### config.mk
export PLATFORM = sky130hd
export DESIGN_NAME = instr_enc
export DESIGN_NICKNAME = d
export VERILOG_FILES = /design/src/rtl/instr_enc.sv
export SDC_FILE = /design/constraint.sdc
export NUM_CORES = 1
export LEC_CHECK = 0
export BUFFER_PORTS_ARGS = -buffer_cell sky130_fd_sc_hd__buf_4
export CAP_MARGIN = 20
export CORE_AREA = 2 2 127 129
export DETAILED_ROUTE_END_ITERATION = 6
export DIE_AREA = 0 0 129 131
export MAX_ROUTING_LAYER = met4
export PLACE_DENSITY_LB_ADDON = 0.12
export SLEW_MARGIN = 20
export SYNTH_ARGS = -nofsm -noshare
export SYNTH_HDL_FRONTEND = slang
export SYNTH_SLANG_ARGS = --single-unit
### constraint.sdc
create_clock -name clk -period 2.5 [get_ports clk]
set_clock_uncertainty 0.1 [all_clocks]
set_input_delay 0.5 -clock clk [delete_from_list [all_inputs] [get_ports clk]]
set_output_delay 0.5 -clock clk [all_outputs]
set_load 0.03 [all_outputs]
### src/rtl/instr_enc.sv
// instr_enc: turns symbolic (op_id + fields) instructions into canonical MIPS
// words and streams them into IMEM through a one-entry output register.
module instr_enc #(
   parameter int AW = 10
) (
   input  logic          clk,
   input  logic          rst_n,
   input  logic          start_i,
   input  logic [AW-1:0] base_addr_i,
   input  logic          in_valid_i,
   output logic          in_ready_o,
   input  logic          in_last_i,
   input  logic [5:0]    op_id_i,
   input  logic [4:0]    rs_i,
   input  logic [4:0]    rt_i,
   input  logic [4:0]    rd_i,
   input  logic [4:0]    shamt_i,
   input  logic [15:0]   imm_i,
   input  logic [25:0]   target_i,
   output logic          imem_we_o,
   input  logic          imem_ready_i,
   output logic [AW-1:0] imem_addr_o,
   output logic [31:0]   imem_wdata_o,
   output logic          busy_o,
   output logic          done_o,
   output logic [AW:0]   word_cnt_o,
   output logic          err_bad_op_o,
   output logic          overflow_o
);

   typedef enum logic [1:0] {
      ST_IDLE = 2'd0,
      ST_RUN  = 2'd1,
      ST_DONE = 2'd2
   } state_e;

   // op_id numbering follows the decoder's one-hot instr_index bit order.
   localparam logic [5:0] OP_ADD   = 6'd0,  OP_ADDU  = 6'd1,  OP_SUB   = 6'd2,  OP_SUBU  = 6'd3;
   localparam logic [5:0] OP_AND   = 6'd4,  OP_OR    = 6'd5,  OP_XOR   = 6'd6,  OP_NOR   = 6'd7;
   localparam logic [5:0] OP_SLT   = 6'd8,  OP_SLTU  = 6'd9,  OP_SLL   = 6'd10, OP_SRL   = 6'd11;
   localparam logic [5:0] OP_SRA   = 6'd12, OP_SLLV  = 6'd13, OP_SRLV  = 6'd14, OP_SRAV  = 6'd15;
   localparam logic [5:0] OP_JR    = 6'd16, OP_ADDI  = 6'd17, OP_ADDIU = 6'd18, OP_ANDI  = 6'd19;
   localparam logic [5:0] OP_ORI   = 6'd20, OP_XORI  = 6'd21, OP_LW    = 6'd22, OP_SW    = 6'd23;
   localparam logic [5:0] OP_BEQ   = 6'd24, OP_BNE   = 6'd25, OP_SLTI  = 6'd26, OP_SLTIU = 6'd27;
   localparam logic [5:0] OP_LUI   = 6'd28, OP_J     = 6'd29, OP_JAL   = 6'd30, OP_CLZ   = 6'd31;
   localparam logic [5:0] OP_DIVU  = 6'd32, OP_ERET  = 6'd33, OP_JALR  = 6'd34, OP_LB    = 6'd35;
   localparam logic [5:0] OP_LBU   = 6'd36, OP_LHU   = 6'd37, OP_SB    = 6'd38, OP_SH    = 6'd39;
   localparam logic [5:0] OP_LH    = 6'd40, OP_MFC0  = 6'd41, OP_MFHI  = 6'd42, OP_MFLO  = 6'd43;
   localparam logic [5:0] OP_MTC0  = 6'd44, OP_MTHI  = 6'd45, OP_MTLO  = 6'd46, OP_MUL   = 6'd47;
   localparam logic [5:0] OP_MULTU = 6'd48, OP_SYSC  = 6'd49, OP_TEQ   = 6'd50, OP_BGEZ  = 6'd51;
   localparam logic [5:0] OP_BREAK = 6'd52, OP_DIV   = 6'd53;

   localparam logic [4:0] Z5 = 5'b00000;

   function automatic logic [31:0] r_word(input logic [4:0] rs, input logic [4:0] rt,
                                          input logic [4:0] rd, input logic [4:0] sh,
                                          input logic [5:0] fn);
      return {6'b000000, rs, rt, rd, sh, fn};
   endfunction

   function automatic logic [31:0] i_word(input logic [5:0] opc, input logic [4:0] rs,
                                          input logic [4:0] rt, input logic [15:0] imm);
      return {opc, rs, rt, imm};
   endfunction

   function automatic logic [31:0] encode(input logic [5:0] op, input logic [4:0] rs,
                                          input logic [4:0] rt, input logic [4:0] rd,
                                          input logic [4:0] sh, input logic [15:0] imm,
                                          input logic [25:0] tgt);
      logic [31:0] w;
      case (op)
         OP_ADD:   w = r_word(rs, rt, rd, Z5, 6'h20);
         OP_ADDU:  w = r_word(rs, rt, rd, Z5, 6'h21);
         OP_SUB:   w = r_word(rs, rt, rd, Z5, 6'h22);
         OP_SUBU:  w = r_word(rs, rt, rd, Z5, 6'h23);
         OP_AND:   w = r_word(rs, rt, rd, Z5, 6'h24);
         OP_OR:    w = r_word(rs, rt, rd, Z5, 6'h25);
         OP_XOR:   w = r_word(rs, rt, rd, Z5, 6'h26);
         OP_NOR:   w = r_word(rs, rt, rd, Z5, 6'h27);
         OP_SLT:   w = r_word(rs, rt, rd, Z5, 6'h2A);
         OP_SLTU:  w = r_word(rs, rt, rd, Z5, 6'h2B);
         OP_SLL:   w = r_word(Z5, rt, rd, sh, 6'h00);
         OP_SRL:   w = r_word(Z5, rt, rd, sh, 6'h02);
         OP_SRA:   w = r_word(Z5, rt, rd, sh, 6'h03);
         OP_SLLV:  w = r_word(rs, rt, rd, Z5, 6'h04);
         OP_SRLV:  w = r_word(rs, rt, rd, Z5, 6'h06);
         OP_SRAV:  w = r_word(rs, rt, rd, Z5, 6'h07);
         OP_JR:    w = r_word(rs, Z5, Z5, Z5, 6'h08);
         OP_JALR:  w = r_word(rs, Z5, rd, Z5, 6'h09);
         OP_MFHI:  w = r_word(Z5, Z5, rd, Z5, 6'h10);
         OP_MTHI:  w = r_word(rs, Z5, Z5, Z5, 6'h11);
         OP_MFLO:  w = r_word(Z5, Z5, rd, Z5, 6'h12);
         OP_MTLO:  w = r_word(rs, Z5, Z5, Z5, 6'h13);
         OP_MULTU: w = r_word(rs, rt, Z5, Z5, 6'h19);
         OP_DIV:   w = r_word(rs, rt, Z5, Z5, 6'h1A);
         OP_DIVU:  w = r_word(rs, rt, Z5, Z5, 6'h1B);
         OP_TEQ:   w = r_word(rs, rt, Z5, Z5, 6'h34);
         OP_SYSC:  w = 32'h0000_000C;
         OP_BREAK: w = 32'h0000_000D;
         OP_ERET:  w = 32'h4200_0018;
         OP_ADDI:  w = i_word(6'h08, rs, rt, imm);
         OP_ADDIU: w = i_word(6'h09, rs, rt, imm);
         OP_SLTI:  w = i_word(6'h0A, rs, rt, imm);
         OP_SLTIU: w = i_word(6'h0B, rs, rt, imm);
         OP_ANDI:  w = i_word(6'h0C, rs, rt, imm);
         OP_ORI:   w = i_word(6'h0D, rs, rt, imm);
         OP_XORI:  w = i_word(6'h0E, rs, rt, imm);
         OP_LUI:   w = i_word(6'h0F, Z5, rt, imm);
         OP_BEQ:   w = i_word(6'h04, rs, rt, imm);
         OP_BNE:   w = i_word(6'h05, rs, rt, imm);
         OP_BGEZ:  w = i_word(6'h01, rs, 5'b00001, imm);
         OP_LB:    w = i_word(6'h20, rs, rt, imm);
         OP_LH:    w = i_word(6'h21, rs, rt, imm);
         OP_LW:    w = i_word(6'h23, rs, rt, imm);
         OP_LBU:   w = i_word(6'h24, rs, rt, imm);
         OP_LHU:   w = i_word(6'h25, rs, rt, imm);
         OP_SB:    w = i_word(6'h28, rs, rt, imm);
         OP_SH:    w = i_word(6'h29, rs, rt, imm);
         OP_SW:    w = i_word(6'h2B, rs, rt, imm);
         OP_J:     w = {6'h02, tgt};
         OP_JAL:   w = {6'h03, tgt};
         OP_CLZ:   w = {6'h1C, rs, rd, rd, Z5, 6'h20};
         OP_MUL:   w = {6'h1C, rs, rt, rd, Z5, 6'h02};
         OP_MFC0:  w = {6'h10, 5'b00000, rt, rd, 11'd0};
         OP_MTC0:  w = {6'h10, 5'b00100, rt, rd, 11'd0};
         default:  w = 32'h0000_0000;
      endcase
      return w;
   endfunction

   state_e         state_q, state_d;
   logic           pend_q, pend_d;
   logic [AW-1:0]  addr_q, addr_d;
   logic [31:0]    wdata_q, wdata_d;
   logic [AW-1:0]  nxt_q, nxt_d;
   logic [AW:0]    cnt_q, cnt_d;
   logic           bad_q, bad_d;
   logic           ovf_q, ovf_d;
   logic           fin_q, fin_d;
   logic           arm_q, arm_d;

   logic           accept_s;
   logic           op_ok_s;
   logic           load_s;
   logic           complete_s;
   logic           at_top_s;
   logic [31:0]    encoded_s;

   assign op_ok_s    = (op_id_i <= 6'd53);
   assign accept_s   = in_valid_i & in_ready_o;
   assign load_s     = accept_s & op_ok_s & ~start_i;
   assign complete_s = pend_q & imem_ready_i;
   assign at_top_s   = &nxt_q;
   assign encoded_s  = encode(op_id_i, rs_i, rt_i, rd_i, shamt_i, imm_i, target_i);

   // State register.
   always_ff @(posedge clk or negedge rst_n) begin
      if (!rst_n) begin
         state_q <= ST_IDLE;
      end else begin
         state_q <= state_d;
      end
   end

   // Next-state logic; fin_q marks that the final word (or final bad op) is in.
   always_comb begin
      state_d = state_q;
      case (state_q)
         ST_IDLE: begin
            if (start_i) state_d = ST_RUN;
            else         state_d = ST_IDLE;
         end
         ST_RUN: begin
            if (start_i)                                      state_d = ST_RUN;
            else if (fin_q && (!pend_q || imem_ready_i))      state_d = ST_DONE;
            else                                              state_d = ST_RUN;
         end
         ST_DONE: begin
            if (start_i) state_d = ST_RUN;
            else         state_d = ST_DONE;
         end
         default: state_d = ST_IDLE;
      endcase
   end

   // Output decode from the state register.
   always_comb begin
      busy_o     = 1'b0;
      done_o     = 1'b0;
      in_ready_o = 1'b0;
      case (state_q)
         ST_RUN: begin
            busy_o     = 1'b1;
            in_ready_o = ~fin_q & (~pend_q | imem_ready_i);
         end
         ST_DONE: done_o = 1'b1;
         default: begin
            busy_o     = 1'b0;
            done_o     = 1'b0;
            in_ready_o = 1'b0;
         end
      endcase
   end

   // Datapath next state: output register, address/count and sticky flags.
   always_comb begin
      pend_d  = pend_q;
      addr_d  = addr_q;
      wdata_d = wdata_q;
      nxt_d   = nxt_q;
      cnt_d   = cnt_q;
      bad_d   = bad_q;
      ovf_d   = ovf_q;
      fin_d   = fin_q;
      arm_d   = arm_q;
      if (start_i) begin
         pend_d = 1'b0;
         nxt_d  = base_addr_i;
         cnt_d  = {(AW+1){1'b0}};
         bad_d  = 1'b0;
         ovf_d  = 1'b0;
         fin_d  = 1'b0;
         arm_d  = 1'b0;
      end else begin
         if (load_s) begin
            pend_d  = 1'b1;
            wdata_d = encoded_s;
            addr_d  = nxt_q;
            nxt_d   = nxt_q + {{(AW-1){1'b0}}, 1'b1};
         end else if (complete_s) begin
            pend_d = 1'b0;
         end else begin
            pend_d = pend_q;
         end
         if (complete_s) cnt_d = cnt_q + {{AW{1'b0}}, 1'b1};
         else            cnt_d = cnt_q;
         if (accept_s && !op_ok_s) bad_d = 1'b1;
         else                      bad_d = bad_q;
         // The last address closes the program just like in_last does.
         if (accept_s && (in_last_i || (op_ok_s && at_top_s))) fin_d = 1'b1;
         else                                                  fin_d = fin_q;
         if (load_s && at_top_s && !in_last_i) arm_d = 1'b1;
         else                                  arm_d = arm_q;
         if (arm_q && complete_s) ovf_d = 1'b1;
         else                     ovf_d = ovf_q;
      end
   end

   // Datapath registers.
   always_ff @(posedge clk or negedge rst_n) begin
      if (!rst_n) begin
         pend_q  <= 1'b0;
         addr_q  <= {AW{1'b0}};
         wdata_q <= 32'h0000_0000;
         nxt_q   <= {AW{1'b0}};
         cnt_q   <= {(AW+1){1'b0}};
         bad_q   <= 1'b0;
         ovf_q   <= 1'b0;
         fin_q   <= 1'b0;
         arm_q   <= 1'b0;
      end else begin
         pend_q  <= pend_d;
         addr_q  <= addr_d;
         wdata_q <= wdata_d;
         nxt_q   <= nxt_d;
         cnt_q   <= cnt_d;
         bad_q   <= bad_d;
         ovf_q   <= ovf_d;
         fin_q   <= fin_d;
         arm_q   <= arm_d;
      end
   end

   assign imem_we_o    = pend_q;
   assign imem_addr_o  = addr_q;
   assign imem_wdata_o = wdata_q;
   assign word_cnt_o   = cnt_q;
   assign err_bad_op_o = bad_q;
   assign overflow_o   = ovf_q;

endmodule

==> results.md, run 1 <==
- Worst Path Arrival: 2.38 ns
- Worst slew pin tran: 0.773 ns
- Worst Hold Slack: 0.0325 ns
- First-pass GRT wire length: 26.1 mm
- Postcts setup bufs: 0
- Ys async rst share: 100%
- Cell family with most CP delay: simple AND/OR/NAND/NOR gates
- Startpoint Class: flip-flop
- Hold Crit Class: in2async
- Largest net degree at the start of global routing: 42
- Die Width: 129 um
- Worst-Skew Late Latency: 0.34 ns
- Period minus WS final: 2.27 ns
- # clock sinks: 70
- # hold bufs at CTS: 0
- Initial Util: 29.3%
- Detailed Place HPWL: 12.7 mm
- Die area: 16900 um^2
- Critical Path Fanout Max: 10
- P per Cell Area: 792 nW/um^2
- GR Overflow Total: 0
- Finished Layout Cells: 917
- Drt drc: 0
- Std cell rows: 46
- Grt met1 use: 26.7%
- Synth Warn #: 0
- Cell Area, Synth: 4570 um^2
- Final hold viol count: 0
- Routed WL per cell: 18.6 um
- Yosys top cell by area: dfrtp_1
- Status: completed
- Max-cap viol count: 0
- CTS tree: done
- Max Slew Vio Count: 0
- GR Layer Usage met3: 4.11%
- Most frequent cell after synthesis: nand2_1
- Area contributors post-synth: dfrtp_1 38%, nand2_1 7.5%, nor2_1 4.6%
- Critical path's slowest cell: dfrtp_1
- Initial antenna violation count: 0
- Max incr delay on CP: 0.46 ns
- Fmax: 440 MHz
- First-pass DRT Iterations: 5
- CP required: 2.61 ns
- Critical path class: reg2reg
- Worst rel slew slack: 48.3%
- Layout cell share with drive strength beyond 1: 30.5%
- Routed vias: 4779
- CTS root buf: clkbuf_16
- Met2 Use GR: 33.5%
- Final WL: 17.1 mm
- GP Congestion: 0.969
- Worst Path Buf+Inv: 1
- Post-synthesis cell type count: 70
- Ys flop type: dfrtp_1
- Final net count: 782
- Buffers on Ports: 142
- Post-Route Setup TNS: 0 ns
- Post-synth top area share: 38.4%
- CP cell instances: or2b_2 > nand4b_4 > or3_1 > buf_4 > a31oi_1 > a21oi_1
- DRT iter0 DRCs: 385
- Global-route usage over all layers: 20.8%
- Clock slew at reported path FFs: 0.06 ns
- Critical Path Sink Type: flip-flop
- Num CTS Buffers: 9
- RSZ-0062 raised after global routing: false
- Vias in the first global route: 4712
- LEAKAGE: 2.81 nW
- Period utilization: 91.0%
- #FFs+latches synth: 70
- Avg Inst Size Synth: 8.35 um^2
- Placed Instances: 901
- Post-DR vias/cell: 5.21
- ANT cells: 0
- Pre-CTS WS: 0.0615 ns
- Critical path startpoint: imem_we_o
- H-tree Lvls: 3
- GRT Max-Usage Layer: met2
- Die height: 131 um
- Max clock buf depth: 2
- Post-synth top cells: 91 x nand2_1, 70 x dfrtp_1, 56 x nor2_1
- Area Growth Syn to Fin: 39.8%
- Top-Level Pins: 143
- Final setup violation count: 0
- Antenna viol nets, final: 0
- Fin worst setup slack: 0.226 ns
- Post-synthesis sequential area ratio: 38.4%
- Syn Inst Count: 547
- # resized after CTS: 0
- Post-synth EDFFs: 0
- Synthesized Nets: 633
- Core Region: 15600 um^2
- Crit Reg-Reg Startpoint: imem_we_o
- Peak supply drop: 0.308 mV
through the flow:
stage	area (um^2)	power, W	util, %
global placement	6040	0.00359	38.7
finish	6380	0.00506	40.9
CTS	6380	0.00512	40.9
detailed placement	6040	0.00360	38.7
floorplan	4570	0.00274	-
global route	6380	0.00532	40.9
metal layers:
metal | share of wire (%) | up-vias
met5 | 0 | -
met4 | 2.0 | 0
met3 | 5.9 | 19
met2 | 47 | 189
met1 | 45 | 2283
li1 | - | 2288
power by group:
group          switching, W  total [W]  internal [W]
clock network      0.000514    0.00149      0.000979
registers          0.000187    0.00161       0.00142
logic               0.00119    0.00196      0.000766
worst register-to-register path, cell delays in order (launching register included):
cell and delay, ns:
dfrtp_1 0.46, or2b_2 0.27, nand4b_4 0.22, or3_1 0.44, buf_4 0.18, a31oi_1 0.36, a21oi_1 0.13
sequential cells by signal, summed over array words and instances, names as in the netlist:
signal        flops
imem_wdata_o     32
word_cnt_o       11
imem_addr_o      10
nxt_q            10
state_q           2
arm_q             1
err_bad_op_o      1
fin_q             1
imem_we_o         1
overflow_o        1
kinds of logic (layout without fill, tap and decap cells):
kind of cell	Yosys count	count (layout)	synth area share [%]
xor+xnor	22	22	4.22
fa+ha+maj	3	3	0.767
simple gates	225	225	24.3
buf+inv	61	215	6.58
compound gates	157	157	23.8
flops	70	70	38.4
mux	9	9	2.00
layout by cell type (no fill, tap or decap), types with 7 or more instances in the layout:
cell type	netlist	routed
nand3_1	14	14
a31oi_1	7	7
dfrtp_1	70	70
mux2i_1	8	8
a222oi_1	8	8
o22ai_1	12	12
inv_1	14	14
xnor2_1	11	11
buf_4	1	179
clkbuf_16	0	9
o21ai_0	38	38
nor2b_1	9	9
nor2_1	56	56
nand2_1	91	91
a41oi_1	7	7
a21oi_1	32	32
xor2_1	11	11
nand2b_1	8	8
a221oi_1	8	8
path summary, 6_finish.rpt:
check	endpoint	slack, ns	cells after the start
hold reg to reg	imem_addr_o[8]	0.37	2
setup reg to reg	imem_wdata_o[1]	0.23	6
hold / removal	imem_wdata_o[8]	0.03	1
max in group asynchronous	imem_wdata_o[23]	1.65	2
min in group clk	nxt_q[1]	0.28	3
setup / recovery	imem_wdata_o[1]	0.23	6
final cells by class:
cell class	instances	area, um^2
fillers	1596	9220
inverters	15	56.3
multi-input cells	416	2520
clock buffers	11	233
repair buffers	184	1440
well taps	216	270
flip-flops and latches	70	1750
clock inverters	5	106
Power figures use the tool's default switching activity.
==> run 2, diff against run 1 <==
- CAP_MARGIN: 20 -> default
- HOLD_SLACK_MARGIN: default -> 0.06
==> run 2 against run 1 <==
  * Combinational power about the same
  * Maximum frequency shrank 0.39%
  * Hold slack better by 0.25 ns
  * Flip-flop and latch count unchanged
  * Wire length grew 0.26%
  * Critical path depth unchanged
  * Die area is the same
  * Clock power hardly changed
  * Highest routed layer unchanged
==> results.md, run 2 (synthesis results as in run 1) <==
- H-tree Lvls: 3 (unchanged)
- Final net count: 783 (+0.13%)
- Final hold viol count: 0 (unchanged)
- Top-Level Pins: 143 (unchanged)
- Min-Delay Endpoint: nxt_q[1]
- Crit Reg-Reg Startpoint: imem_we_o
- Initial antenna violation count: 0 (unchanged)
- Num CTS Buffers: 9 (unchanged)
- Worst-Skew Late Latency: 0.34 ns (about the same)
- LEAKAGE: 2.81 nW (+0.15%)
- Worst slew pin tran: 0.759 ns (-0.0137 ns)
- Final WL: 17.1 mm (+0.26%)
- Reg area: 1750 um^2 (unchanged)
- Reg2reg end: imem_wdata_o[1]
- Post-Route Setup TNS: 0 ns (unchanged)
- CTS tree: done
- Drt drc: 0 (unchanged)
- Area Growth Syn to Fin: 40.0%
- Most common cell after layout, fill and taps aside: buf_4
- Critical Path Sink Type: flip-flop
- CP required: 2.61 ns (about the same)
- Hold Crit Class: in2reg
- Critical path class: reg2reg
- GR Overflow Total: 0 (unchanged)
- Max reg flops: 32 (unchanged)
- Period minus WS final: 2.28 ns (+0.00901 ns)
- RSZ-0062 raised after global routing: false
- Worst rel slew slack: 49.2% (+0.91 points)
- Peak supply drop: 0.307 mV (-0.28%)
- Reg2reg setup slack: 0.22 ns (about the same)
- Initial Util: 29.3% (unchanged)
- Clock slew at reported path FFs: 0.06 ns (about the same)
- Std cell rows: 46 (unchanged)
- Fmax: 438 MHz (-0.39%)
- Routed vias: 4785 (+0.13%)
- Postcts setup bufs: 0 (unchanged)
- Footprint of the multi-input gates: 2520 um^2 (unchanged)
- Layout cell share with drive strength beyond 1: 30.5% (-0.043 points)
- P per Cell Area: 792 nW/um^2 (about the same)
- Core Util, Final: 41.0% (+0.064 points)
- Period utilization: 91.3% (+0.36 points)
- Worst Path Arrival: 2.39 ns (about the same)
- Worst hold stages: 3
- Max clock buf depth: 2 (unchanged)
- Final setup violation count: 0 (unchanged)
- Die height: 131 um (unchanged)
- Vias in the first global route: 4712 (unchanged)
- Startpoint Class: flip-flop
- ANT cells: 0 (unchanged)
- Commonest cells after routing, fill and taps aside: 179 x buf_4, 91 x nand2_1, 70 x dfrtp_1
- Antenna viol nets, final: 0 (unchanged)
- Critical Path Fanout Max: 10 (unchanged)
- Register-to-Register Path Depth: 6 (unchanged)
- GP Congestion: 0.969 (unchanged)
- Post-DR vias/cell: 5.21 (about the same)
- Hold Startpoint: base_addr_i[1]
- # clock sinks: 70 (unchanged)
- First-pass GRT wire length: 26.1 mm (unchanged)
- Max-cap viol count: 0 (unchanged)
- Core Region: 15600 um^2 (unchanged)
- Global-route usage over all layers: 20.8% (unchanged)
- Routed WL per cell: 18.7 um (+0.15%)
- Filler Cell Count: 1595 (-0.063%)
- CTS root buf: clkbuf_16
- Die Width: 129 um (unchanged)
- First-pass DRT Iterations: 5 (unchanged)
- DRT iter0 DRCs: 407 (+5.7%)
- Detailed Place HPWL: 12.7 mm (unchanged)
- Status: completed
- Largest net degree at the start of global routing: 42 (unchanged)
- Max Slew Vio Count: 0 (unchanged)
- Die area: 16900 um^2 (unchanged)
- Buffers on Ports: 142 (unchanged)
[run 2: stage by stage]
stage          hold WS [ns]  setup WS, ns  power, W  cell area, um^2  cells
4_1_cts               0.268         0.280   0.00512             6390    918
3_5_place_dp          0.363        0.0615   0.00360             6040    901
2_1_floorplan         0.104         0.453   0.00274             4570    547
3_3_place_gp          0.339        0.0649   0.00359             6040    901
5_1_grt               0.278         0.211   0.00532             6390    918
6_report              0.279         0.217   0.00506             6390    918
[run 2: worst max-delay path, stage by stage (launching register included)]
cell	delay, ns
dfrtp_1	0.46
or2b_2	0.27
nand4b_4	0.22
or3_1	0.44
buf_4	0.18
a31oi_1	0.36
a21oi_1	0.13
[run 2: report_power, final]
part	switching [W]	internal, W	leakage (nW)
clock network	0.000516	0.000979	0.160
logic	0.00119	0.000767	1.78
registers	0.000188	0.00142	0.873
[run 2: how the worst max path moves through the flow]
stage | from | endpoint | slack [ns] | cells after the start
after floorplan | imem_we_o | imem_wdata_o[23] | 0.45 | 6
after global placement | op_id_i[0] | imem_wdata_o[5] | 0.06 | 7
after detailed placement | op_id_i[0] | imem_wdata_o[5] | 0.06 | 7
after CTS | imem_we_o | imem_wdata_o[1] | 0.28 | 6
after global routing | imem_we_o | imem_wdata_o[17] | 0.21 | 6
final | imem_we_o | imem_wdata_o[1] | 0.22 | 6
[run 2: area by class of cell]
cell class	instances	share of cell area (%)
Multi-Input combinational cell	416	39.4
Sequential cell	70	27.4
Timing Repair Buffer	185	22.7
Tap cell	216	4.23
Clock buffer	11	3.64
Clock inverter	5	1.66
Inverter	15	0.881
[run 2: repair_timing]
| item | CTS | global route |
|---|---|---|
| hold buffers | 1 | 0 |
| gates resized for setup | 0 | 0 |
| hold endpoints to repair | 17 | 0 |
[run 2: metal layers]
| layer | global-route usage (%) | share of wire, % | vias up |
|---|---|---|---|
| li1 | - | - | 2293 |
| met5 | - | 0 | - |
| met3 | 4.11 | 5.0 | 20 |
| met4 | 6.39 | 2.1 | 0 |
| met2 | 33.5 | 47 | 169 |
| met1 | 26.7 | 46 | 2303 |
